### src/rtl/reaction_session_ctrl.sv
// reaction_session_ctrl
// Session scheduler for the reaction-timer game FSM. Provides the millisecond
// timer and the pseudo-random requested button, holds the game FSM in reset
// between sessions, runs NUM_TRIALS trials and accumulates session statistics.
//
// Ports:
//   iClk                   system clock
//   iRst                   synchronous active-high reset
//   iStart                 start pulse, honoured in IDLE or DONE only
//   iResetTimer            clears the ms timer (wins over a coincident tick)
//   iNewButtonReq          latch a new requested button from the LFSR
//   iShowTimerErrorDisplay rising edge marks a trial result
//   iButtonError[1:0]      00 correct, 01 wrong, 10 timeout
//   oFsmRst                registered reset for the game FSM
//   oTimer16[15:0]         ms since last iResetTimer, saturating
//   oButtonRequested[2:0]  one-hot requested button
//   oTrialCount[4:0]       trials completed this session
//   oBestTime[15:0]        fastest correct response, FFFF if none
//   oTotalTime[19:0]       sum of correct response times
//   oWrongCount[4:0]       wrong-button results
//   oTimeoutCount[4:0]     timeout results
//   oSessionDone           high in DONE
//   oBusy                  high while a session is in progress
module reaction_session_ctrl #(
  parameter int unsigned CLK_FREQ_HZ = 50000000,
  parameter int unsigned NUM_TRIALS  = 8,
  parameter logic [7:0]  LFSR_SEED   = 8'hA5
) (
  input  logic        iClk,
  input  logic        iRst,
  input  logic        iStart,
  input  logic        iResetTimer,
  input  logic        iNewButtonReq,
  input  logic        iShowTimerErrorDisplay,
  input  logic [1:0]  iButtonError,
  output logic        oFsmRst,
  output logic [15:0] oTimer16,
  output logic [2:0]  oButtonRequested,
  output logic [4:0]  oTrialCount,
  output logic [15:0] oBestTime,
  output logic [19:0] oTotalTime,
  output logic [4:0]  oWrongCount,
  output logic [4:0]  oTimeoutCount,
  output logic        oSessionDone,
  output logic        oBusy
);

  localparam int unsigned TICK_DIV = CLK_FREQ_HZ / 1000;
  localparam int unsigned PW       = (TICK_DIV > 1) ? $clog2(TICK_DIV) : 1;
  localparam logic [PW-1:0] PRESC_MAX = PW'(TICK_DIV - 1);
  localparam logic [7:0] SEED      = (LFSR_SEED == 8'h00) ? 8'h01 : LFSR_SEED;
  localparam logic [4:0] TRIALS    = 5'(NUM_TRIALS);

  typedef enum logic [2:0] {
    S_IDLE,
    S_ARM,
    S_RUN,
    S_RECORD,
    S_WAIT_RELEASE,
    S_DONE
  } state_t;

  state_t      r_state;
  state_t      w_state_next;

  logic [PW-1:0] r_presc;
  logic [15:0] r_timer;
  logic [7:0]  r_lfsr;
  logic        w_lfsr_fb;
  logic [2:0]  r_button;
  logic        r_fsm_rst;
  logic        r_show_prev;
  logic [15:0] r_cap_time;
  logic [1:0]  r_cap_err;
  logic [4:0]  r_trial_count;
  logic [15:0] r_best;
  logic [19:0] r_total;
  logic [4:0]  r_wrong;
  logic [4:0]  r_timeout;

  logic        w_show_rise;
  logic        w_clear_stats;
  logic        w_capture;
  logic        w_record;
  logic [4:0]  w_count_inc;

  // Millisecond timer; a clear request overrides a coincident tick.
  always_ff @(posedge iClk) begin
    if (iRst) begin
      r_presc <= '0;
      r_timer <= '0;
    end else if (iResetTimer) begin
      r_presc <= '0;
      r_timer <= '0;
    end else if (r_presc == PRESC_MAX) begin
      r_presc <= '0;
      if (r_timer != '1) begin
        r_timer <= r_timer + 16'd1;
      end
    end else begin
      r_presc <= r_presc + PW'(1);
    end
  end

  // Fibonacci LFSR, x^8+x^6+x^5+x^4+1, free running.
  assign w_lfsr_fb = r_lfsr[7] ^ r_lfsr[5] ^ r_lfsr[4] ^ r_lfsr[3];

  always_ff @(posedge iClk) begin
    if (iRst) begin
      r_lfsr   <= SEED;
      r_button <= 3'b001;
    end else begin
      r_lfsr <= {r_lfsr[6:0], w_lfsr_fb};
      if (iNewButtonReq) begin
        unique case (r_lfsr[1:0])
          2'b01:   r_button <= 3'b010;
          2'b10:   r_button <= 3'b100;
          default: r_button <= 3'b001;
        endcase
      end
    end
  end

  // Session FSM
  always_ff @(posedge iClk) begin
    if (iRst) begin
      r_state     <= S_IDLE;
      r_fsm_rst   <= 1'b1;
      r_show_prev <= 1'b0;
    end else begin
      r_state     <= w_state_next;
      // Follows the state by one cycle so the game FSM sees a clean reset.
      r_fsm_rst   <= (r_state == S_IDLE) || (r_state == S_ARM) || (r_state == S_DONE);
      r_show_prev <= iShowTimerErrorDisplay;
    end
  end

  always_comb begin
    w_state_next  = r_state;
    w_show_rise   = iShowTimerErrorDisplay & ~r_show_prev;
    w_count_inc   = r_trial_count + 5'd1;
    w_clear_stats = 1'b0;
    w_capture     = 1'b0;
    w_record      = 1'b0;
    unique case (r_state)
      S_IDLE, S_DONE: begin
        if (iStart) begin
          w_state_next  = S_ARM;
          w_clear_stats = 1'b1;
        end
      end
      S_ARM: w_state_next = S_RUN;
      S_RUN: begin
        if (w_show_rise) begin
          w_state_next = S_RECORD;
          w_capture    = 1'b1;
        end
      end
      S_RECORD: begin
        w_record     = 1'b1;
        w_state_next = (w_count_inc == TRIALS) ? S_DONE : S_WAIT_RELEASE;
      end
      S_WAIT_RELEASE: begin
        if (!iShowTimerErrorDisplay) begin
          w_state_next = S_RUN;
        end
      end
      default: w_state_next = S_IDLE;
    endcase
  end

  // Trial capture and statistics
  always_ff @(posedge iClk) begin
    if (iRst) begin
      r_cap_time <= '0;
      r_cap_err  <= '0;
    end else if (w_capture) begin
      r_cap_time <= r_timer;
      r_cap_err  <= iButtonError;
    end
  end

  always_ff @(posedge iClk) begin
    if (iRst || w_clear_stats) begin
      r_trial_count <= '0;
      r_best        <= '1;
      r_total       <= '0;
      r_wrong       <= '0;
      r_timeout     <= '0;
    end else if (w_record) begin
      r_trial_count <= w_count_inc;
      unique case (r_cap_err)
        2'b00: begin
          r_total <= r_total + {4'b0000, r_cap_time};
          if (r_cap_time < r_best) begin
            r_best <= r_cap_time;
          end
        end
        2'b01:   r_wrong   <= r_wrong + 5'd1;
        2'b10:   r_timeout <= r_timeout + 5'd1;
        default: ;
      endcase
    end
  end

  assign oFsmRst          = r_fsm_rst;
  assign oTimer16         = r_timer;
  assign oButtonRequested = r_button;
  assign oTrialCount      = r_trial_count;
  assign oBestTime        = r_best;
  assign oTotalTime       = r_total;
  assign oWrongCount      = r_wrong;
  assign oTimeoutCount    = r_timeout;
  assign oSessionDone     = (r_state == S_DONE);
  assign oBusy            = (r_state == S_ARM) || (r_state == S_RUN) ||
                            (r_state == S_RECORD) || (r_state == S_WAIT_RELEASE);

endmodule

### config.mk
export PLATFORM = sky130hd
export DESIGN_NAME = reaction_session_ctrl
export DESIGN_NICKNAME = d
export VERILOG_FILES = /design/src/rtl/reaction_session_ctrl.sv
export SDC_FILE = /design/constraint.sdc
export NUM_CORES = 1
export LEC_CHECK = 0
export ABC_AREA = 1
export CORE_ASPECT_RATIO = 1.4
export CORE_UTILIZATION = 44
export CTS_BUF_LIST = sky130_fd_sc_hd__clkbuf_16
export DETAILED_ROUTE_END_ITERATION = 16
export MAX_ROUTING_LAYER = met4
export PLACE_DENSITY = 0.66
export SETUP_SLACK_MARGIN = 0.5
export SLEW_MARGIN = 25
export SYNTH_ARGS = -nofsm -noshare
export SYNTH_HDL_FRONTEND = slang
export SYNTH_SLANG_ARGS = --single-unit
### constraint.sdc
create_clock -name iClk -period 1.9 [get_ports iClk]
set_clock_uncertainty 0.2 [all_clocks]
set_input_delay 0.38 -clock iClk [delete_from_list [all_inputs] [get_ports iClk]]
set_output_delay 0.38 -clock iClk [all_outputs]
set_load 0.02 [all_outputs]
==> impl_metrics.yaml, run 1 <==
sta:
  finalSetupViolCount: 19
  finalHoldViolCount: 0
  fin_crit_sh_pct: 105
  rsz0062_at_grt: "true"
  slew_headroom_pct: 78.4
  final_max_slew_viol_count: 0
  period_minus_slack_ns: 2.00
  worst_slack_ns: -0.0985
  fmax_mhz: 500
  tightest_slew_ns: 0.322
final_layout:
  stdcell_area_mm2: 0.0116
  seqCellArea_mm2: 0.00261
  fillers: 790
  num-nets-final: 1203
  utilization_pct: 83.2
  final_common_cell: "nand2_1"
  multi_input_area_mm2: 0.00515
  layout_common_cells: "nand2_1, buf_6, buf_4"
  drive_gt1_share_pct: 56.5
  diodes: 0
  areaGrowthSynthToFinish_pct: 84.2
place:
  dp_slack_ns: -0.0489
  dp_hpwl_mm: 12.5
  gp_congestion: 0.928
  dpl_cell_area_mm2: 0.00820
  port_buffers: 80
worst_hold_path:
  hp-class: "reg -> reg"
  min-delay-start: "r_lfsr[6]$_SDFF_PP0_"
critical_path:
  r2r_end: "oBestTime[9]$_SDFFE_PP1P_"
  cp-start-kind: "flip-flop"
  r2r_slack_ns: -0.1
  crit_path_cell_trace: "ha_4 > a21oi_2 > nor2_1 > nor3_2 > nand2_2 > nand2_8 > nand2_8 > nand2_4 > nand3_2"
  crit_path_max_fanout: 8
  required_ns: 2.00
  path_common_cell: "nand2_8"
  ff2ff_path_depth: 9
  crit_path_end: "oBestTime[9]$_SDFFE_PP1P_"
  cp_slowest_cell: "dfxtp_4"
  criticalPathCategory: "reg -> reg"
  startpoint: "r_cap_time[5]$_SDFFE_PP0P_"
  r2r-start: "r_cap_time[5]$_SDFFE_PP0P_"
  slowest_delay_ns: 0.41
  cp.arrival_ns: 2.10
  endpoint_kind: "flip-flop"
floorplanning:
  core_area_mm2: 0.0139
  io_pins: 81
  initial_core_util_pct: 45.1
  die-area_mm2: 0.0148
  dieHeight_um: 143
  die_w_um: 103
  rows: 51
grt:
  grt.overflow.total: 0
  antenna_found_initial: 0
  grt_pass1_wl_mm: 30.5
  grt_pass1_vias: 6632
  grtUsageTotal_pct: 27.9
  grt_max_degree: 21
clock_tree:
  clock_path_buffers: 2
  cts_tree: "done"
  clock_latency_ns: 0.43
  cts-htree-levels: 4
  clk_pin_slew_worst_paths_ns: 0.06
  cts_buffers: 17
  ctsHoldBuffers: 0
  cts.sinks: 117
  ctsRootBufferMaster: "clkbuf_16"
logic_synthesis:
  synth_area_mm2: 0.00628
  synthCells: 922
  yosysWarnings: 0
  ys_ff_latch: 117
  ys_types: 33
  yosysSeqAreaShare_pct: 37.3
  syn_nets: 970
  synth.avg_cell_area_um2: 6.81
routing:
  dr.pass1.iters: 5
  drt_iter0_drc: 380
  vias: 7383
  totalWireLength_mm: 24.2
  drc: 0
  vias_per_cell: 5.46
  routedWlPerCell_um: 17.9
  ant_nets: 0
power:
  p_total_uw: 8890
  peakVddDrop_mv: 0.732
  power.density_mw_per_mm2: 768
  p_leak_uw: 0.00509
status:
  status: "finished with violations"
  violations: "negative setup slack"
run:
  drv_cap: 0
==> kinds of logic after synthesis <==
group | synth area share [%]
buffers and inverters | 8.23
AO/OA/AOI/OAI | 10.7
adder cells (fa/ha/maj) | 8.09
XOR/XNOR | 3.91
AND/OR/NAND/NOR | 31.8
flip-flops | 37.3
==> sequential cells by signal, summed over array words and instances, names as in the netlist <==
| register | cells |
|---|---|
| r_lfsr | 8 |
| oFsmRst | 1 |
| oTimer16 | 16 |
| r_cap_err | 2 |
| r_cap_time | 16 |
| oWrongCount | 5 |
| r_show_prev | 1 |
| oButtonRequested | 3 |
| r_state | 3 |
| r_presc | 16 |
| oTrialCount | 5 |
| oTimeoutCount | 5 |
| oTotalTime | 20 |
| oBestTime | 16 |
==> cell usage after synthesis <==
master    number  share of area, %
or3_1          1              0.10
buf_4          1              0.12
o21ai_0       46               3.7
nor3b_1        2              0.24
nor2_1       120               7.2
and3_1         1              0.10
o211ai_1       2              0.24
a21o_1         1              0.12
xnor2_1       12               1.7
buf_6          1              0.18
o21ai_1        1             0.080
nand3_1       82               6.5
a21oi_1       78               6.2
nand2_2        1              0.10
nand3_2        1              0.16
nor3_1        19               1.5
o21bai_1       1              0.12
buf_2          2              0.16
nor3_4         1              0.26
o21a_1         2              0.24
nand2_1      222                13
clkbuf_1      18               1.1
nor3_2         1              0.16
and2_1         1              0.10
nor2_4         1              0.18
fa_1           1              0.32
inv_1        112               6.7
nand3b_1       1              0.12
nand4_1       12               1.2
dfxtp_1      117                37
xor2_1        16               2.2
or2_2          6              0.60
ha_1          39               7.8
==> stage by stage <==
stage / hold WS [ns] / setup TNS, ns / instances
global route: 0.238 / -2.00 / 1352
floorplan: 0.188 / 0 / 922
CTS: 0.205 / 0 / 1305
detailed placement: 0.199 / -0.0948 / 1207
global placement: 0.189 / -0.0298 / 1207
finish: 0.212 / -1.04 / 1352
==> where the power goes <==
| group | internal [uW] | leakage (uW) | switching (uW) | total, uW |
|---|---|---|---|---|
| logic | 1340 | 0.00379 | 1410 | 2750 |
| registers | 2630 | 0.000997 | 266 | 2900 |
| clock network | 2020 | 0.000299 | 1220 | 3240 |
==> what timing repair did <==
action | CTS | global route
cloned | 6 | 5
pin swaps | 58 | 103
setup buffers | 61 | 42
hold endpoints to repair | 0 | 0
endpoints found under the setup margin | 177 | 180
resized for setup | 658 | 261
==> worst min-delay path by stage <==
stage / cells after the start / slack, ns / end
final: 1 / 0.21 / r_lfsr[7]$_SDFF_PP1_
after global routing: 1 / 0.24 / r_lfsr[7]$_SDFF_PP1_
after CTS: 2 / 0.20 / r_lfsr[3]$_SDFF_PP0_
after detailed placement: 2 / 0.20 / r_lfsr[3]$_SDFF_PP0_
after global placement: 2 / 0.19 / r_lfsr[3]$_SDFF_PP0_
after floorplan: 2 / 0.19 / r_lfsr[3]$_SDFF_PP0_
==> cell type report <==
type	count	area share [%]
clock buffer	20	4.33
clock inverter	11	0.800
inverter	112	3.93
multi-input combinational	672	44.5
sequential	117	22.6
tap	185	2.00
timing repair buffer	234	21.7
timing repair inverter	1	0.141
==> worst max-delay path: cells and delay by family (launching register included) <==
kind	cells	cell delay (ns)
adders and majority gates	1	0.22
and+or+nand+nor	7	0.86
AOI/OAI and AO/OA	1	0.16
DFF	1	0.41
==> metal layers <==
layer  up-vias  track usage [%]  wire (um)
li1       3469                -          -
met1      3533             27.8       8740
met2       262             50.6      13000
met3       119             5.79       1020
met4         0             14.0       1370
met5         -                -          0
Power figures use the tool's default switching activity.
==> run 2: changes to the inputs <==
--- a/config.mk
+++ b/config.mk
@@ -6,6 +6,7 @@
 export NUM_CORES = 1
 export LEC_CHECK = 0
 export ABC_AREA = 1
+export CAP_MARGIN = 10
 export CORE_ASPECT_RATIO = 1.4
 export CORE_UTILIZATION = 44
 export CTS_BUF_LIST = sky130_fd_sc_hd__clkbuf_16
==> results of run 2 <==
Final layout, timing and power as in run 1 (identical DEF).
